### src/rtl/multiplexor_display.sv
// Time-multiplexed 7-segment driver: prescaled digit scan, tear-free snapshot of
// the inputs per full scan, leading-zero blanking and anti-ghosting dark window.
module multiplexor_display #(
    parameter int N_DIGITOS       = 4,
    parameter int CICLOS_REFRESCO = 100000,
    parameter int CICLOS_APAGADO  = 16
) (
    input  logic                   clk,
    input  logic                   rst,
    input  logic [4*N_DIGITOS-1:0] valores,
    input  logic [N_DIGITOS-1:0]   puntos,
    input  logic                   habilitar,
    input  logic                   blanqueo_ceros,
    output logic [6:0]             catodo,
    output logic                   dp,
    output logic [N_DIGITOS-1:0]   anodo
);

    localparam int CW = (CICLOS_REFRESCO > 1) ? $clog2(CICLOS_REFRESCO) : 1;
    localparam int IW = $clog2(N_DIGITOS);

    localparam logic [CW-1:0] C_ULTIMO  = CW'(CICLOS_REFRESCO - 1);
    localparam logic [CW-1:0] C_APAGADO = CW'(CICLOS_APAGADO);
    localparam logic [IW-1:0] I_ULTIMO  = IW'(N_DIGITOS - 1);

    logic [CW-1:0]                 r_contador;
    logic [IW-1:0]                 r_indice;
    logic [N_DIGITOS-1:0][3:0]     r_snap_val;
    logic [N_DIGITOS-1:0]          r_snap_pts;
    logic                          r_snap_blq;
    logic                          r_carga_ini;

    logic                          w_tick;
    logic                          w_carga;
    logic [N_DIGITOS-1:0]          w_ceros_arriba;
    logic [3:0]                    w_digito;
    logic                          w_apagar;

    function automatic logic [6:0] decodificar(input logic [3:0] d);
        case (d)
            4'h0:    decodificar = 7'b0000001;
            4'h1:    decodificar = 7'b1001111;
            4'h2:    decodificar = 7'b0010010;
            4'h3:    decodificar = 7'b0000110;
            4'h4:    decodificar = 7'b1001100;
            4'h5:    decodificar = 7'b0100100;
            4'h6:    decodificar = 7'b0100000;
            4'h7:    decodificar = 7'b0001111;
            4'h8:    decodificar = 7'b0000000;
            4'h9:    decodificar = 7'b0000100;
            4'hA:    decodificar = 7'b1111110;
            default: decodificar = 7'b1111111;
        endcase
    endfunction

    assign w_tick   = habilitar && (r_contador == C_ULTIMO);
    // Snapshot refreshes only at the end of a full scan (or right after reset).
    assign w_carga  = r_carga_ini || (w_tick && (r_indice == I_ULTIMO));
    assign w_digito = r_snap_val[r_indice];

    // w_ceros_arriba[i]: digit i and every digit above it are zero.
    always_comb begin
        logic v_acc;
        v_acc          = 1'b1;
        w_ceros_arriba = '0;
        for (int i = N_DIGITOS - 1; i >= 0; i--) begin
            v_acc             = v_acc && (r_snap_val[i] == 4'd0);
            w_ceros_arriba[i] = v_acc;
        end
    end

    assign w_apagar = r_snap_blq && (r_indice != '0) && w_ceros_arriba[r_indice];

    always_ff @(posedge clk) begin
        if (rst) begin
            r_contador  <= '0;
            r_indice    <= '0;
            r_snap_val  <= '0;
            r_snap_pts  <= '0;
            r_snap_blq  <= 1'b0;
            r_carga_ini <= 1'b1;
            anodo       <= '1;
            catodo      <= 7'b1111111;
            dp          <= 1'b1;
        end else begin
            if (habilitar) begin
                if (r_contador == C_ULTIMO) begin
                    r_contador <= '0;
                    r_indice   <= (r_indice == I_ULTIMO) ? '0 : r_indice + 1'b1;
                end else begin
                    r_contador <= r_contador + 1'b1;
                end
            end

            r_carga_ini <= 1'b0;
            if (w_carga) begin
                r_snap_val <= valores;
                r_snap_pts <= puntos;
                r_snap_blq <= blanqueo_ceros;
            end

            if (!habilitar || (r_contador < C_APAGADO)) begin
                anodo  <= '1;
                catodo <= 7'b1111111;
                dp     <= 1'b1;
            end else begin
                anodo  <= ~(N_DIGITOS'(1) << r_indice);
                catodo <= w_apagar ? 7'b1111111 : decodificar(w_digito);
                dp     <= ~r_snap_pts[r_indice];
            end
        end
    end

endmodule

### config.mk
export PLATFORM = sky130hd
export DESIGN_NAME = multiplexor_display
export DESIGN_NICKNAME = d
export VERILOG_FILES = /design/src/rtl/multiplexor_display.sv
export SDC_FILE = /design/constraint.sdc
export NUM_CORES = 1
export LEC_CHECK = 0
export ABC_CLOCK_PERIOD_IN_PS = 4059
export CAP_MARGIN = 10
export CORE_AREA = 2 2 57 99
export CTS_BUF_LIST = sky130_fd_sc_hd__clkbuf_4
export DETAILED_ROUTE_END_ITERATION = 10
export DIE_AREA = 0 0 59 101
export GPL_ROUTABILITY_DRIVEN = 0
export PLACE_DENSITY = 0.83
export SLEW_MARGIN = 0
export SYNTH_ARGS = -nofsm -noshare
export SYNTH_HDL_FRONTEND = slang
export SYNTH_SLANG_ARGS = --single-unit
### constraint.sdc
create_clock -name clk -period 4.06 [get_ports clk]
set_input_delay 0.609 -clock clk [delete_from_list [all_inputs] [get_ports clk]]
set_output_delay 0.609 -clock clk [all_outputs]
set_load 0.005 [all_outputs]
==> results of run 1 <==
==> per-stage QoR <==
step,total power [µW],util (%),cells,worst slack (ps)
finish,934,57.3,358,1540
global route,969,57.3,358,1380
CTS,937,57.3,358,1570
detailed placement,659,55.9,351,1150
global placement,654,55.9,351,1220
floorplan,620,-,273,1840
==> registers in the layout, indices dropped and copies added (netlist names) <==
name and count:
r_carga_ini 1, r_indice 2, r_contador 17, r_snap_val 16, r_snap_pts 4, dp 1, anodo 4, r_snap_blq 1
catodo 7
==> routing by layer <==
layer / track usage, % / vias up
met3: 3.08 / 16
met4: 9.97 / 0
met5: 0 / -
met2: 36.2 / 66
li1: - / 1012
met1: 19.7 / 1007
==> Yosys cell counts (all sizes together) <==
library cell  number  area (µm²)
clkbuf            10        37.5
nor4               9        56.3
or4                6        52.6
mux4               6         135
ha                11         138
dfxtp             53        1060
nand4              8        50.1
a211oi             1        7.51
and4               1        8.76
a31oi              1        6.26
xnor2             14         123
nor2              20        75.1
o211ai             1        7.51
nand3b             1        7.51
or3b               1        8.76
or3                1        6.26
buf                3        17.5
a21oi              7        35.0
o21ai              7        38.8
and3               1        6.26
o311a              1        11.3
nor3               4        20.0
or2                1        6.26
o2111ai            1        8.76
nor2b              1        6.26
nand3              9        45.0
o31ai              3        22.5
o32ai              1        8.76
mux2i             22         220
a211o              1        8.76
xor2               3        26.3
o21ba              1        10.0
nand2             56         210
inv                7        26.3
==> layout make-up <==
cell class | count | area, µm² | area share, %
Timing Repair Buffer | 36 | 358 | 12.1
Clock buffer | 5 | 37.5 | 1.27
Clock inverter | 2 | 35.0 | 1.18
Multi-Input combinational cell | 200 | 1370 | 46.4
Sequential cell | 53 | 1060 | 35.9
Tap cell | 55 | 68.8 | 2.33
Inverter | 7 | 26.3 | 0.888
==> power breakdown <==
part,switching [µW],total (µW),internal [µW]
combinational,44.9,97.7,52.8
sequential,14.5,550,536
clock,160,285,126
total,219,934,714
==> path summary, 6_finish.rpt <==
kind	from	to	slack [ps]	cells past startpoint
min	r_snap_pts[3]	r_snap_pts[3]	480	2
min reg2reg	r_snap_pts[3]	r_snap_pts[3]	480	2
max	habilitar	r_contador[12]	1540	5
max reg2reg	r_contador[13]	r_contador[12]	1800	4
==> logic make-up after synthesis <==
kind of cell	Yosys count	synth area share (%)
xor+xnor	17	5.94
compound gates	25	6.58
mux	28	14.2
flops	53	42.3
simple gates	119	22.3
buf+inv	20	3.24
fa+ha+maj	11	5.49
==> worst register-to-register path, delay by kind of cell, from the launching register on <==
| kind | cells | cell delay [ps] |
|---|---|---|
| AOI/OAI and AO/OA | 1 | 580 |
| DFF | 1 | 380 |
| and+or+nand+nor | 3 | 1180 |
==> results.cfg, run 1 <==
[die]
die_width_um = 59
die_h_um = 101
fp-row-count = 35
dieArea_um2 = 5960
start_util_pct = 48.5
io_pins = 36
core_area_um2 = 5170

[critical_path]
cpPeakStageDelay_ps = 640
start_kind = input port
worstSetupPathType = input port to flip-flop
critPathSlowestCell = clkdlybuf4s50_1
critPathTopFamily = simple AND/OR/NAND/NOR gates
cp_max_fo = 17
crit_chain = clkdlybuf4s50_1 -> nand4_1 -> or4_4 -> o21ai_2 -> nor2_1
cp-end-kind = flip-flop
worstPathArrival_ps = 2760
crit_buf_inv = 1
required_ps = 4300

[clock_tree]
cts_setup_buffers = 0
cts.htree.levels = 2
root_buffer = clkbuf_4
clock_sinks = 53
holdBufCountCts = 0
clock_latency_ps = 370
cts_tree = yes
clockBufferDepth = 2
post_cts_resize_count = 0
clkTransAtPathRegs_ps = 140
numCtsBuffers = 5

[routing]
drt_first_iter_violations = 83
first_pass_iters = 5
ant_nets = 0
met2_length_um = 2960
viasPerCell = 5.87
highest_layer = met4
met3_length_um = 172
post_drt_wl_per_cell_um = 14.9
wl_met1_um = 2050
drcViolationCount = 0
routed_wl_um = 5340
via_count = 2101

[final_layout]
final_cell_mix = nand2_1 (56), dfxtp_1 (53), clkdlybuf4s50_1 (35), mux2i_1 (22), nor2_1 (20)
layout-area-overhead-vs-synth_pct = 18.0
final_nets = 338
antennaDiodeCount = 0
design_area_um2 = 2960
layout_commonest_cell = nand2_1
fillers = 464
drive_gt1_share_pct = 7.26

[timing]
post-route-min-period_ps = 2520
hold_violations = 0
slew_violations = 0
tns_ps = 0
finalCritPeriodShare_pct = 62.1
worst_pin_slew_ps = 704
rsz0062_at_grt = no
clock.fmax_mhz = 397
setup_viol = 0
maxSlewHeadroom_pct = 53.1
timing.hold.ws_ps = 480
fin_skew_ps = 6.68

[yosys]
syn_area_per_cell_um2 = 9.19
synth-seq-cells = 53
synth.yosys.seq_area_share_pct = 42.3
syn_nets = 308
synth_cell_types = 38
syn_inst = 273
ys_warn_count = 0
syn_area_um2 = 2510

[grt]
grt_pass1_wl_um = 8980
grt_pass1_vias = 2124
grt_max_degree = 45
antenna_found_initial = 0
grt_usage_pct = 19.4
gr-total-overflow = 0

[status]
status = finished, final reports clean

[worst_hold_path]
hp-class = flip-flop to flip-flop

[placement]
numPortBuffers = 35
dp_hpwl_um = 3950
place_area_um2 = 2890

[power]
irDropWorstVdd_v = 0.000196
p_per_area_nw_per_um2 = 316
p_leak_uw = 0.00110

[flow_run]
cap_violations = 0
Power figures use the tool's default switching activity.
==> inputs of run 2 (changes only) <==
--- a/config.mk
+++ b/config.mk
@@ -5,7 +5,7 @@
 export SDC_FILE = /design/constraint.sdc
 export NUM_CORES = 1
 export LEC_CHECK = 0
-export ABC_CLOCK_PERIOD_IN_PS = 4059
+export ABC_CLOCK_PERIOD_IN_PS = 2600
 export CAP_MARGIN = 10
 export CORE_AREA = 2 2 57 99
 export CTS_BUF_LIST = sky130_fd_sc_hd__clkbuf_4
==> constraint.sdc (replaced) <==
create_clock -name clk -period 2.6 [get_ports clk]
set_input_delay 0.39 -clock clk [delete_from_list [all_inputs] [get_ports clk]]
set_output_delay 0.39 -clock clk [all_outputs]
set_load 0.005 [all_outputs]
==> results.cfg, run 2 (same netlist as run 1, synthesis figures left out) <==
[power]
power_switching_share_pct = 24.5
p_sw_uw = 335
p_seq_share_pct = 62.8
cellInternalPower_uw = 1030
irDropWorstVdd_v = 0.000324
p_per_area_nw_per_um2 = 461
power_frac_comb_pct = 11.3
p_leak_uw = 0.00110
pwr-share-clk_pct = 25.9

[routing]
first_pass_iters = 4
post_drt_wl_per_cell_um = 14.5
ant_nets = 0
drt_first_iter_violations = 57
routed_wl_um = 5230
viasPerCell = 5.64
drcViolationCount = 0
via_count = 2041

[clock_tree]
clock_latency_ps = 370
clkTransAtPathRegs_ps = 150
clockBufferDepth = 2
root_buffer = clkbuf_4
post_cts_resize_count = 0
numCtsBuffers = 5
cts_setup_buffers = 0
cts.htree.levels = 2
holdBufCountCts = 0
cts_tree = yes
clock_sinks = 53

[critical_path]
worstPathArrival_ps = 2410
crit_chain = or4_4 -> or4_4 -> o21ai_2 -> buf_4 -> nor2_1
cpPeakStageDelay_ps = 570
required_ps = 2860
worstSetupPathType = flip-flop to flip-flop
cp_max_fo = 7
start_kind = flip-flop
r2r-start = r_contador[13]
critPathSlowestCell = or4_4
cp-end-kind = flip-flop
r2r_slack_ps = 450
crit_buf_inv = 1
reg2reg_to = r_contador[9]
critPathTopFamily = simple AND/OR/NAND/NOR gates
path_common_cell = or4_4
reg2reg_depth = 5

[flow_run]
cap_violations = 0

[placement]
place_area_um2 = 2920
dp_hpwl_um = 3920
numPortBuffers = 35
numPlacedInstances = 355

[timing]
finalCritPeriodShare_pct = 82.6
tns_ps = 0
fin_skew_ps = 16.3
timing.hold.ws_ps = 465
worst_pin_slew_ps = 521
rsz0062_at_grt = no
slew_violations = 0
setup_viol = 0
hold_violations = 0
maxSlewHeadroom_pct = 65.2
clock.fmax_mhz = 466
post-route-min-period_ps = 2150

[final_layout]
instances_no_fill = 362
final_nets = 342
layout_commonest_cell = nand2_1
drive_gt1_share_pct = 8.14
layout-area-overhead-vs-synth_pct = 18.2
largestRegisters = r_contador x17, r_snap_val x16, catodo x7
fillers = 468
final_cell_mix = nand2_1 (56), dfxtp_1 (53), clkdlybuf4s50_1 (35), mux2i_1 (22), nor2_1 (20)
design_area_um2 = 2970
antennaDiodeCount = 0
largest_reg_flops = 17
fin_util_pct = 57.4
final-seq-area_um2 = 1060
regMostFlops = r_contador
multiInputGateArea_um2 = 1370

[grt]
grt_usage_pct = 18.7
grt_max_degree = 35
gr-total-overflow = 0
grt_pass1_vias = 1961
grt_pass1_wl_um = 8610
antenna_found_initial = 0

[die]
io_pins = 36
core_area_um2 = 5170
fp-row-count = 35
die_h_um = 101
dieArea_um2 = 5960
start_util_pct = 48.5
die_width_um = 59

[worst_hold_path]
hp-start = r_snap_pts[3]
hp-class = flip-flop to flip-flop
holdPathStages = 2
hold_end = r_snap_pts[3]

[status]
status = finished, final reports clean
## run 2: changes by cell type in the layout (fill, tap and decap cells not counted)
cell,previous run,this run
clkinv_2,1,0
bufinv_16,1,0
clkinv_1,0,1
buf_4,1,5
clkbuf_4,5,6
## run 2: stage by stage
stage                     worst slack [ps]  total power [µW]
after floorplan                        533               968
after global placement                 326              1030
after detailed placement               286              1030
after CTS                              462              1380
after global routing                   327              1430
final                                  452              1370
## run 2: worst max path at each step
stage                              start             end  slack, ps  cells past startpoint
after floorplan              r_indice[0]       catodo[4]        530                      5
after CTS                    r_indice[0]       catodo[4]        460                      4
final                     r_contador[13]   r_contador[9]        450                      5
after global placement         habilitar  r_contador[14]        330                      6
after detailed placement       habilitar  r_contador[14]        290                      6
after global routing         r_indice[0]       catodo[5]        330                      6
## run 2: worst min-delay path: cells and delay by family, from the launching register on
kind          cells  cell delay [ps]
flops             1              330
mux               1               50
simple gates      1               50
## run 2: area by class of cell
cell class	instances	share of cell area, %
multi-input combinational	200	46.3
timing repair buffer	40	13.1
tap	55	2.32
clock inverter	1	0.127
inverter	7	0.886
clock buffer	6	1.52
sequential	53	35.8
## run 2: power groups by stage
stage	logic, µW	clock network, µW	registers, µW
finish	155	355	858
global route	172	395	862
CTS	155	365	858
detailed placement	155	0	876
global placement	150	0	875
floorplan	99.1	0	869
## run 2: routing by layer
layer  vias up  track usage [%]  wire length, µm
met4         0             6.29              129
met1       957             18.9             2050
met2        49             36.5             2920
met3        13             3.21              134
met5         -                0                0
li1       1022                -                -
